**config.mk**
```make
export PLATFORM = sky130hd
export DESIGN_NAME = rtc_apb_master
export DESIGN_NICKNAME = d
export VERILOG_FILES = /design/src/rtl/rtc_apb_pkg.sv /design/src/rtl/rtc_apb_master.sv
export SDC_FILE = /design/constraint.sdc
export NUM_CORES = 1
export LEC_CHECK = 0
export CAP_MARGIN = 20
export CORE_ASPECT_RATIO = 1.1
export CORE_MARGIN = 10
export CORE_UTILIZATION = 46
export DETAILED_ROUTE_END_ITERATION = 10
export PLACE_DENSITY = 0.85
export SYNTH_ARGS = -nofsm -noshare
export SYNTH_HDL_FRONTEND = slang
export SYNTH_SLANG_ARGS = --single-unit
```
**constraint.sdc**
```tcl
create_clock -name pclk -period 4.95 [get_ports pclk]
set_clock_uncertainty 0.05 [all_clocks]
set_input_delay 0.495 -clock pclk [delete_from_list [all_inputs] [get_ports pclk]]
set_output_delay 0.495 -clock pclk [all_outputs]
set_load 0.01 [all_outputs]
```
**src/rtl/rtc_apb_pkg.sv**
```systemverilog
// rtl/rtc_apb_pkg.sv - shared RTC APB address map, master FSM states and response type
package rtc_apb_pkg;

    localparam int RTC_ADDR_W = 8;
    localparam int RTC_DATA_W = 32;

    // Only these three registers accept writes; reads are legal everywhere
    localparam logic [RTC_ADDR_W-1:0] RTC_ADDR_TIME  = 8'h00;
    localparam logic [RTC_ADDR_W-1:0] RTC_ADDR_ALARM = 8'h04;
    localparam logic [RTC_ADDR_W-1:0] RTC_ADDR_ADJ   = 8'h08;

    typedef enum logic [1:0] {
        IDLE   = 2'd0,
        SETUP  = 2'd1,
        ACCESS = 2'd2,
        RESP   = 2'd3
    } apb_state_t;

    typedef struct packed {
        logic [RTC_DATA_W-1:0] rdata;
        logic                  err;
    } rtc_rsp_t;

endpackage

```
**src/rtl/rtc_apb_master.sv**
```systemverilog
// rtl/rtc_apb_master.sv - single-outstanding APB requester driving the RTC slave bus
module rtc_apb_master
    import rtc_apb_pkg::*;
#(
    parameter int ADDR_W  = 8,
    parameter int DATA_W  = 32,
    parameter int TIMEOUT = 64
) (
    input  logic              pclk,
    input  logic              preset,
    input  logic              cmd_valid,
    output logic              cmd_ready,
    input  logic              cmd_write,
    input  logic [ADDR_W-1:0] cmd_addr,
    input  logic [DATA_W-1:0] cmd_wdata,
    output logic              rsp_valid,
    input  logic              rsp_ready,
    output logic [DATA_W-1:0] rsp_rdata,
    output logic              rsp_err,
    output logic              psel,
    output logic              penable,
    output logic              pwrite,
    output logic [ADDR_W-1:0] paddr,
    output logic [DATA_W-1:0] pwdata,
    input  logic              pready,
    input  logic [DATA_W-1:0] prdata
);

    localparam int               CNT_W    = $clog2(TIMEOUT + 1);
    localparam logic [CNT_W-1:0] CNT_LAST = CNT_W'(TIMEOUT - 1);

    apb_state_t        r_state;
    logic [CNT_W-1:0]  r_cnt;
    logic              r_cmd_ready;
    logic              r_psel;
    logic              r_penable;
    logic              r_pwrite;
    logic [ADDR_W-1:0] r_paddr;
    logic [DATA_W-1:0] r_pwdata;
    logic              r_rsp_valid;
    rtc_rsp_t          r_rsp;

    logic              w_cmd_fire;
    logic              w_wr_unmapped;
    logic              w_access_done;

    assign w_cmd_fire    = cmd_valid && r_cmd_ready;
    assign w_wr_unmapped = cmd_write
                           && (cmd_addr != ADDR_W'(RTC_ADDR_TIME))
                           && (cmd_addr != ADDR_W'(RTC_ADDR_ALARM))
                           && (cmd_addr != ADDR_W'(RTC_ADDR_ADJ));
    // pready on the last allowed count still completes cleanly
    assign w_access_done = pready || (r_cnt == CNT_LAST);

    assign cmd_ready = r_cmd_ready;
    assign psel      = r_psel;
    assign penable   = r_penable;
    assign pwrite    = r_pwrite;
    assign paddr     = r_paddr;
    assign pwdata    = r_pwdata;
    assign rsp_valid = r_rsp_valid;
    assign rsp_rdata = DATA_W'(r_rsp.rdata);
    assign rsp_err   = r_rsp.err;

    // Command/APB/response sequencer; every bus and handshake output is registered here
    always_ff @(posedge pclk or negedge preset) begin
        if (!preset) begin
            r_state     <= IDLE;
            r_cnt       <= '0;
            r_cmd_ready <= 1'b0;
            r_psel      <= 1'b0;
            r_penable   <= 1'b0;
            r_pwrite    <= 1'b0;
            r_paddr     <= '0;
            r_pwdata    <= '0;
            r_rsp_valid <= 1'b0;
            r_rsp       <= '0;
        end else begin
            case (r_state)
                IDLE: begin
                    r_cmd_ready <= 1'b1;
                    if (w_cmd_fire) begin
                        r_cmd_ready <= 1'b0;
                        r_paddr     <= cmd_addr;
                        r_pwrite    <= cmd_write;
                        r_pwdata    <= cmd_wdata;
                        if (w_wr_unmapped) begin
                            // Rejected locally: the slave never sees this write
                            r_rsp.rdata <= '0;
                            r_rsp.err   <= 1'b1;
                            r_rsp_valid <= 1'b1;
                            r_state     <= RESP;
                        end else begin
                            r_psel  <= 1'b1;
                            r_state <= SETUP;
                        end
                    end
                end
                SETUP: begin
                    r_penable <= 1'b1;
                    r_state   <= ACCESS;
                end
                ACCESS: begin
                    r_cnt <= r_cnt + CNT_W'(1);
                    if (w_access_done) begin
                        r_psel      <= 1'b0;
                        r_penable   <= 1'b0;
                        r_rsp_valid <= 1'b1;
                        r_rsp.err   <= !pready;
                        r_rsp.rdata <= (pready && !r_pwrite) ? RTC_DATA_W'(prdata) : '0;
                        r_state     <= RESP;
                    end
                end
                RESP: begin
                    if (rsp_ready) begin
                        r_rsp_valid <= 1'b0;
                        r_cnt       <= '0;
                        r_cmd_ready <= 1'b1;
                        r_state     <= IDLE;
                    end
                end
                default: begin
                    r_state <= IDLE;
                end
            endcase
        end
    end

endmodule
```
==> results of run 1 <==
-- per-layer routing --
metal  wire length (um)  track usage [%]  share of wire (%)
met4                144             5.42                1.4
met2               5170             26.9                 51
met1               3730             17.6                 37
met3               1060             8.34                 10
met5                  0                0                  0
-- synthesized netlist by cell type --
library cell,instances
sky130_fd_sc_hd__nor2_1,5
sky130_fd_sc_hd__a211o_2,1
sky130_fd_sc_hd__o2bb2ai_1,1
sky130_fd_sc_hd__a211o_1,1
sky130_fd_sc_hd__o21ai_4,1
sky130_fd_sc_hd__nor3_1,1
sky130_fd_sc_hd__or4b_1,1
sky130_fd_sc_hd__mux2i_1,37
sky130_fd_sc_hd__xor2_1,2
sky130_fd_sc_hd__inv_1,38
sky130_fd_sc_hd__buf_6,3
sky130_fd_sc_hd__a21oi_1,2
sky130_fd_sc_hd__ha_1,5
sky130_fd_sc_hd__o22ai_1,5
sky130_fd_sc_hd__a21boi_0,1
sky130_fd_sc_hd__nand3_1,2
sky130_fd_sc_hd__xnor2_1,4
sky130_fd_sc_hd__mux2_4,1
sky130_fd_sc_hd__nand4_1,1
sky130_fd_sc_hd__or3b_2,1
sky130_fd_sc_hd__o21ai_0,4
sky130_fd_sc_hd__o221a_2,1
sky130_fd_sc_hd__nand2b_1,1
sky130_fd_sc_hd__nand2_1,42
sky130_fd_sc_hd__or2_2,1
sky130_fd_sc_hd__mux2_2,42
sky130_fd_sc_hd__dfrtp_1,87
sky130_fd_sc_hd__o211ai_1,1
sky130_fd_sc_hd__o211a_1,1
sky130_fd_sc_hd__a2111oi_4,1
sky130_fd_sc_hd__clkbuf_1,12
sky130_fd_sc_hd__or4_1,1
sky130_fd_sc_hd__nand4b_1,1
-- where the power goes --
| group | total, mW | switching [mW] | internal [mW] | leakage [nW] |
|---|---|---|---|---|
| clock | 0.532 | 0.249 | 0.283 | 0.102 |
| sequential | 1.21 | 0.184 | 1.03 | 1.10 |
| combinational | 1.70 | 0.731 | 0.974 | 1.18 |
-- path summary, 6_finish.rpt --
path	depth (start not counted)	slack [ps]	to
worst max-delay path	6	2500	rsp_err
worst min-delay path	1	80	pwdata[30]
worst max register to register	6	2500	rsp_err
worst min register to register	1	460	pwdata[16]
max in group asynchronous	2	4140	rsp_rdata[30]
min in group pclk	1	460	pwdata[16]
-- logic make-up (layout without fill, tap and decap cells) --
kind of cell,after synthesis,in the layout,synth area share (%)
muxes,80,80,22.7
xor gates and xnor gates,6,6,1.39
and+or+nand+nor,57,57,6.48
DFF,87,87,57.5
adders and majority gates,5,5,1.65
AOI/OAI and AO/OA,20,20,4.46
buffers and inverters,53,213,5.85
-- registers in the layout, summed over array words and instances (netlist names) --
name and count:
rsp_rdata 32, penable 1, psel 1, r_state 2
paddr 8, cmd_ready 1, rsp_valid 1, r_cnt 7
pwdata 32, rsp_err 1, pwrite 1
-- critical path, delay by kind of cell, from the launching register on --
family	cells	cell delay, ps
AOI/OAI and AO/OA	2	610
buffers and inverters	1	520
DFF	1	420
muxes	1	350
adders and majority gates	1	220
and+or+nand+nor	1	130
-- stage by stage --
step	setup WS [ps]	hold WS (ps)	cell area (um^2)	total power, mW	util [%]
6_report	2500	79.1	5670	3.45	71.3
5_1_grt	2400	106	5670	3.67	71.3
4_1_cts	2420	328	5630	3.48	70.8
3_5_place_dp	2260	442	5420	2.94	68.2
3_3_place_gp	2280	436	5410	2.88	68.0
2_1_floorplan	2890	149	3790	2.09	-
-- cell type report --
| type | instances | area share (%) |
|---|---|---|
| inverter | 38 | 2.51 |
| multi-input combinational | 168 | 24.6 |
| clock inverter | 6 | 1.50 |
| clock buffer | 10 | 2.25 |
| timing repair buffer | 159 | 28.4 |
| sequential | 87 | 38.4 |
| tap | 108 | 2.38 |
==> impl_results.md, run 1 <==
- Commonest cells after routing, fill and taps aside: sky130_fd_sc_hd__clkdlybuf4s50_1, sky130_fd_sc_hd__dfrtp_1, sky130_fd_sc_hd__nand2_1, sky130_fd_sc_hd__mux2_2, sky130_fd_sc_hd__inv_1
- Length of the first detailed-routing pass in iterations: 4
- Worst endpoint required time: around 5100 ps
- Die X-Extent: approximately 110 um
- Chain of cells forming the critical path: ha_1, nand4b_1, o211a_1, a2111oi_4, buf_4, mux2_4
- Commonest non-fill, non-tap cell in the layout: sky130_fd_sc_hd__clkdlybuf4s50_1
- TritonCTS clock tree: done
- Classification of the worst setup path: flop to flop
- Fin nets: ~550
- Cell Pwr Density: 608 nW/um^2
- Clk sinks: 87
- Die Y-Extent: ~120 um
- Crit share post-route: between 40% and 50%
- Final critical delay including setup and external delays: between 2000 and 2500 ps
- Worst VDD drop: between 0.0004 and 0.0005 V
- Sum of negative setup slack: 0 ps
- Final number of max-transition violations: 0
- Worst relative slew slack: 60.2%
- P&R area growth vs syn: 49.9%
- Count of placed standard cells in the final layout, fillers left out: between 500 and 600
- GRT Resource Usage Total: between 10% and 20%
- Vias per Instance: just under 5
- Post_cts resized: 0
- Ant. Diodes: 0
- Global-route wire length before repair: between 15000 and 20000 um
- Number of endpoints failing setup at the final stage: 0
- Clock Tree Buf Depth: 2
- Per-instance average area after synthesis: roughly 12 um^2
- Sort of element at the start of the critical path: flop
- Overall routed net length: slightly above 10000 um
- MaxCap Viol Count: 0
- Number of clock buffers inserted by TritonCTS: 9
- Synth Instances: about 310
- Final weighted congestion in routability-driven placement: around 0.76
- Number of antenna violations at the first check in global routing: 0
- Post-CTS Setup Inserts: 0
- Crit. End Element: flop
- Count of hold buffers inserted by post-cts repair: 0
- Register bit count reported by yosys: 87
- Slowest cell on the critical path: sky130_fd_sc_hd__buf_4
- Placed wire-length estimate after detailed placement: between 7000 and 8000 um
- Placed Instances: around 560
- Residual overflow from global routing: 0
- Placement row count: 34
- Leading area contributor after synthesis: sky130_fd_sc_hd__dfrtp_1
- Clock transition at path regs: 90 ps
- Routed wire per std cell: roughly 18 um
- Pin count of the biggest net entering global routing: between 80 and 90
- Number of distinct library cell variants in the gate-level netlist after synthesis: 33
- Number of filler instances in the final layout: roughly 600
- FF/Latch Area: between 2000 and 2500 um^2
- Die Footprint: 12300 um^2
- Number of design-rule violations left by the first detailed-router iteration: 94
- Synthesized netlist net count: 391
- Class of the tightest hold or removal check: primary input to async pin
- Vias in the first global route: around 3.0k
- Slew at the pin closest to its max-slew limit: slightly below 600 ps
- Multi-input combinational cell area: ~1400 um^2
- Part of the Yosys area used for sequential elements: 57.5%
- Total via count in the routed design: about 2.8k
- Share of cells above drive strength 1: 15.2%
- Data arrival, critical path: 2630 ps
- Area fraction of the dominant cell type after synthesis: a little under three fifths
- Count of antenna-violating nets left after detailed routing: 0
- Setup repair after global routing missed its margin: false
- Source of the worst register-to-register timing path: r_cnt[0]
- Number of DRC violations after detailed routing: 0
- Warnings from Yosys: 0
- Maximum operating frequency: between 400 and 500 MHz
- Buffers on Ports: 155
- Largest incremental delay on the critical path: between 500 and 600 ps
- Launching element of the worst setup path: r_cnt[0]
- LEAKAGE: roughly 2.4 nW
- Clock tree root driver cell: sky130_fd_sc_hd__clkbuf_8
- Outcome: completed
- Final hold viol count: 0
- Initial cell density of the core: 47.6%
- H-tree depth reported by CTS: 3
- Netlist area before placement: between 3000 and 4000 um^2
- Critical-path maximum fanout: 34
- Skew-Pair Late Insertion Delay: 350 ps
- Top cells by area in the synthesized netlist: sky130_fd_sc_hd__dfrtp_1, sky130_fd_sc_hd__mux2_2, sky130_fd_sc_hd__mux2i_1, sky130_fd_sc_hd__nand2_1, sky130_fd_sc_hd__inv_1
- Ports placed on the boundary: 156
- Placeable core area: 7960 um^2
No activity file was read; power rests on OpenSTA's default activity.
==> inputs of run 2 (changes only) <==
CORE_UTILIZATION = 39   (was 46)
PLACE_DENSITY = 0.77   (was 0.85)
clock period = 2.2 ns   (was 4.95 ns; I/O delays follow)
==> impl_results.md, run 2 (synthesis results as in run 1) <==
- Buffers on Ports: 155 (unchanged)
- Count of antenna-violating nets left after detailed routing: 0 (unchanged)
- Length of the first detailed-routing pass in iterations: 4 (unchanged)
- Global-route wire length before repair: 16300 um (+2.6%)
- Placed wire-length estimate after detailed placement: 7870 um (+4.5%)
- Number of clock buffers inserted by TritonCTS: 9 (unchanged)
- Clock transition at path regs: 80 ps (about the same)
- Overall routed net length: 10200 um (+0.57%)
- Clock Tree Buf Depth: 2 (unchanged)
- MaxCap Viol Count: 0 (unchanged)
- Placeable core area: 9400 um^2 (+18%)
- Final hold viol count: 0 (unchanged)
- Die Footprint: 14100 um^2 (+15%)
- Slew at the pin closest to its max-slew limit: 664 ps (+72.1 ps)
- Class of the tightest hold or removal check: primary input to async pin
- Power Total: 8.04 mW (+130%)
- Die X-Extent: 114 um (+7.0%)
- Final weighted congestion in routability-driven placement: 0.779 (+1.8%)
- Vias per Instance: 4.77 (-2.2%)
- Commonest cells after routing, fill and taps aside: sky130_fd_sc_hd__clkdlybuf4s50_1, sky130_fd_sc_hd__dfrtp_1, sky130_fd_sc_hd__nand2_1, sky130_fd_sc_hd__mux2_2, sky130_fd_sc_hd__inv_1
- Clock tree root driver cell: sky130_fd_sc_hd__clkbuf_8
- Initial cell density of the core: 40.3% (-7.3 points)
- Critical-path maximum fanout: 18 (-47%)
- Crit share post-route: 94.1% (+45 points)
- Final critical delay including setup and external delays: 2070 ps (-376 ps)
- Commonest non-fill, non-tap cell in the layout: sky130_fd_sc_hd__clkdlybuf4s50_1
- Final number of max-transition violations: 0 (unchanged)
- Setup Slack @ Placement: -78.0 ps (-2340 ps)
- Skew-Pair Late Insertion Delay: 350 ps (about the same)
- Die Y-Extent: 123 um (+7.1%)
- Placement row count: 37 (+8.8%)
- Final cell utilization of the core: 61.8% (-9.5 points)
- Worst endpoint required time: 2420 ps (-2710 ps)
- Data arrival, critical path: 2290 ps (-340 ps)
- Worst VDD drop: 0.000776 V (+93%)
- GRT Resource Usage Total: 14.4% (-1.8 points)
- Sort of element at the start of the critical path: flop
- Ant. Diodes: 0 (unchanged)
- H-tree depth reported by CTS: 3 (unchanged)
- Outcome: completed
- Hold Worst Slack: 329 ps (+250 ps)
- Clk sinks: 87 (unchanged)
- Residual overflow from global routing: 0 (unchanged)
- Vias in the first global route: 3214 (+6.5%)
- TritonCTS clock tree: done
- Pin count of the biggest net entering global routing: 49 (-44%)
- Total via count in the routed design: 2842 (+1.2%)
- Crit. End Element: flop
- Cell Area, Placed: 5560 um^2 (+2.5%)
- Summed area of non-filler cells in the final layout: 5810 um^2 (+2.4%)
- Worst relative slew slack: 55.3% (-4.8 points)
- Classification of the worst setup path: flop to flop
- Number of DRC violations after detailed routing: 0 (unchanged)
- Fin nets: 557 (+2.0%)
- Ports placed on the boundary: 156 (unchanged)
- P&R area growth vs syn: 53.5%
- Final critical-path setup slack: 129 ps (-2370 ps)
- Cell Pwr Density: 1380 nW/um^2 (+130%)
- Number of design-rule violations left by the first detailed-router iteration: 135 (+44%)
- Number of antenna violations at the first check in global routing: 0 (unchanged)
- LEAKAGE: 2.46 nW (+3.2%)
- Routed wire per std cell: 17.0 um (-2.8%)
- Number of endpoints failing setup at the final stage: 0 (unchanged)
- Maximum operating frequency: 483 MHz (+18%)
- Setup repair after global routing missed its margin: false
- Share of cells above drive strength 1: 16.9% (+1.7 points)
[run 2: final cells by class]
class | instances | area, um^2
inverter | 38 | 143
tap | 117 | 146
sequential | 87 | 2180
clock buffer | 10 | 128
fill | 806 | 3590
multi-input combinational | 168 | 1400
timing repair buffer | 170 | 1710
clock inverter | 6 | 109
[run 2: layer usage]
metal / track usage [%] / share of wire (%) / wire [um]
met1: 16.2 / 40 / 4040
met4: 5.96 / 1.9 / 191
met3: 7.12 / 12 / 1200
met5: 0 / 0 / 0
met2: 22.8 / 47 / 4730
[run 2: worst max-delay path: stages, from the launching register on]
cell                        delay, ps
sky130_fd_sc_hd__dfrtp_1          400
sky130_fd_sc_hd__ha_1             200
sky130_fd_sc_hd__nand4b_1         120
sky130_fd_sc_hd__o211a_1          290
sky130_fd_sc_hd__a2111oi_4        320
sky130_fd_sc_hd__buf_4            210
sky130_fd_sc_hd__buf_12           180
sky130_fd_sc_hd__mux2i_1          210
[run 2: final timing paths]
kind                       cells after the start            end       start  slack (ps)
hold / removal                                 2  rsp_rdata[24]      preset         330
hold reg to reg                                1        penable     penable         450
setup / recovery                               7  rsp_rdata[10]    r_cnt[1]         130
max in group asynchronous                      3           psel      preset        1130
setup reg to reg                               7  rsp_rdata[10]    r_cnt[1]         130
min in group pclk                              3  rsp_rdata[31]  prdata[31]         350
[run 2: power breakdown]
group          switching, mW  leakage (nW)  internal, mW
Combinational           1.67          1.24          2.34
Sequential             0.398          1.10          2.32
Clock                  0.554         0.120         0.753
[run 2: through the flow]
stage,TNS (ps),instances
final,0,596
after global placement,0,578
after global routing,0,596
after detailed placement,-1550,578
after CTS,0,595
after floorplan,0,308
[run 2: repair_timing]
action | 4_1_cts | 5_1_grt
endpoints found under the setup margin | 11 | 32
resized for setup | 0 | 0
setup buffers | 0 | 1
endpoints found under the hold margin | 39 | 0
hold buffers | 1 | 0
pin swaps | 1 | 1
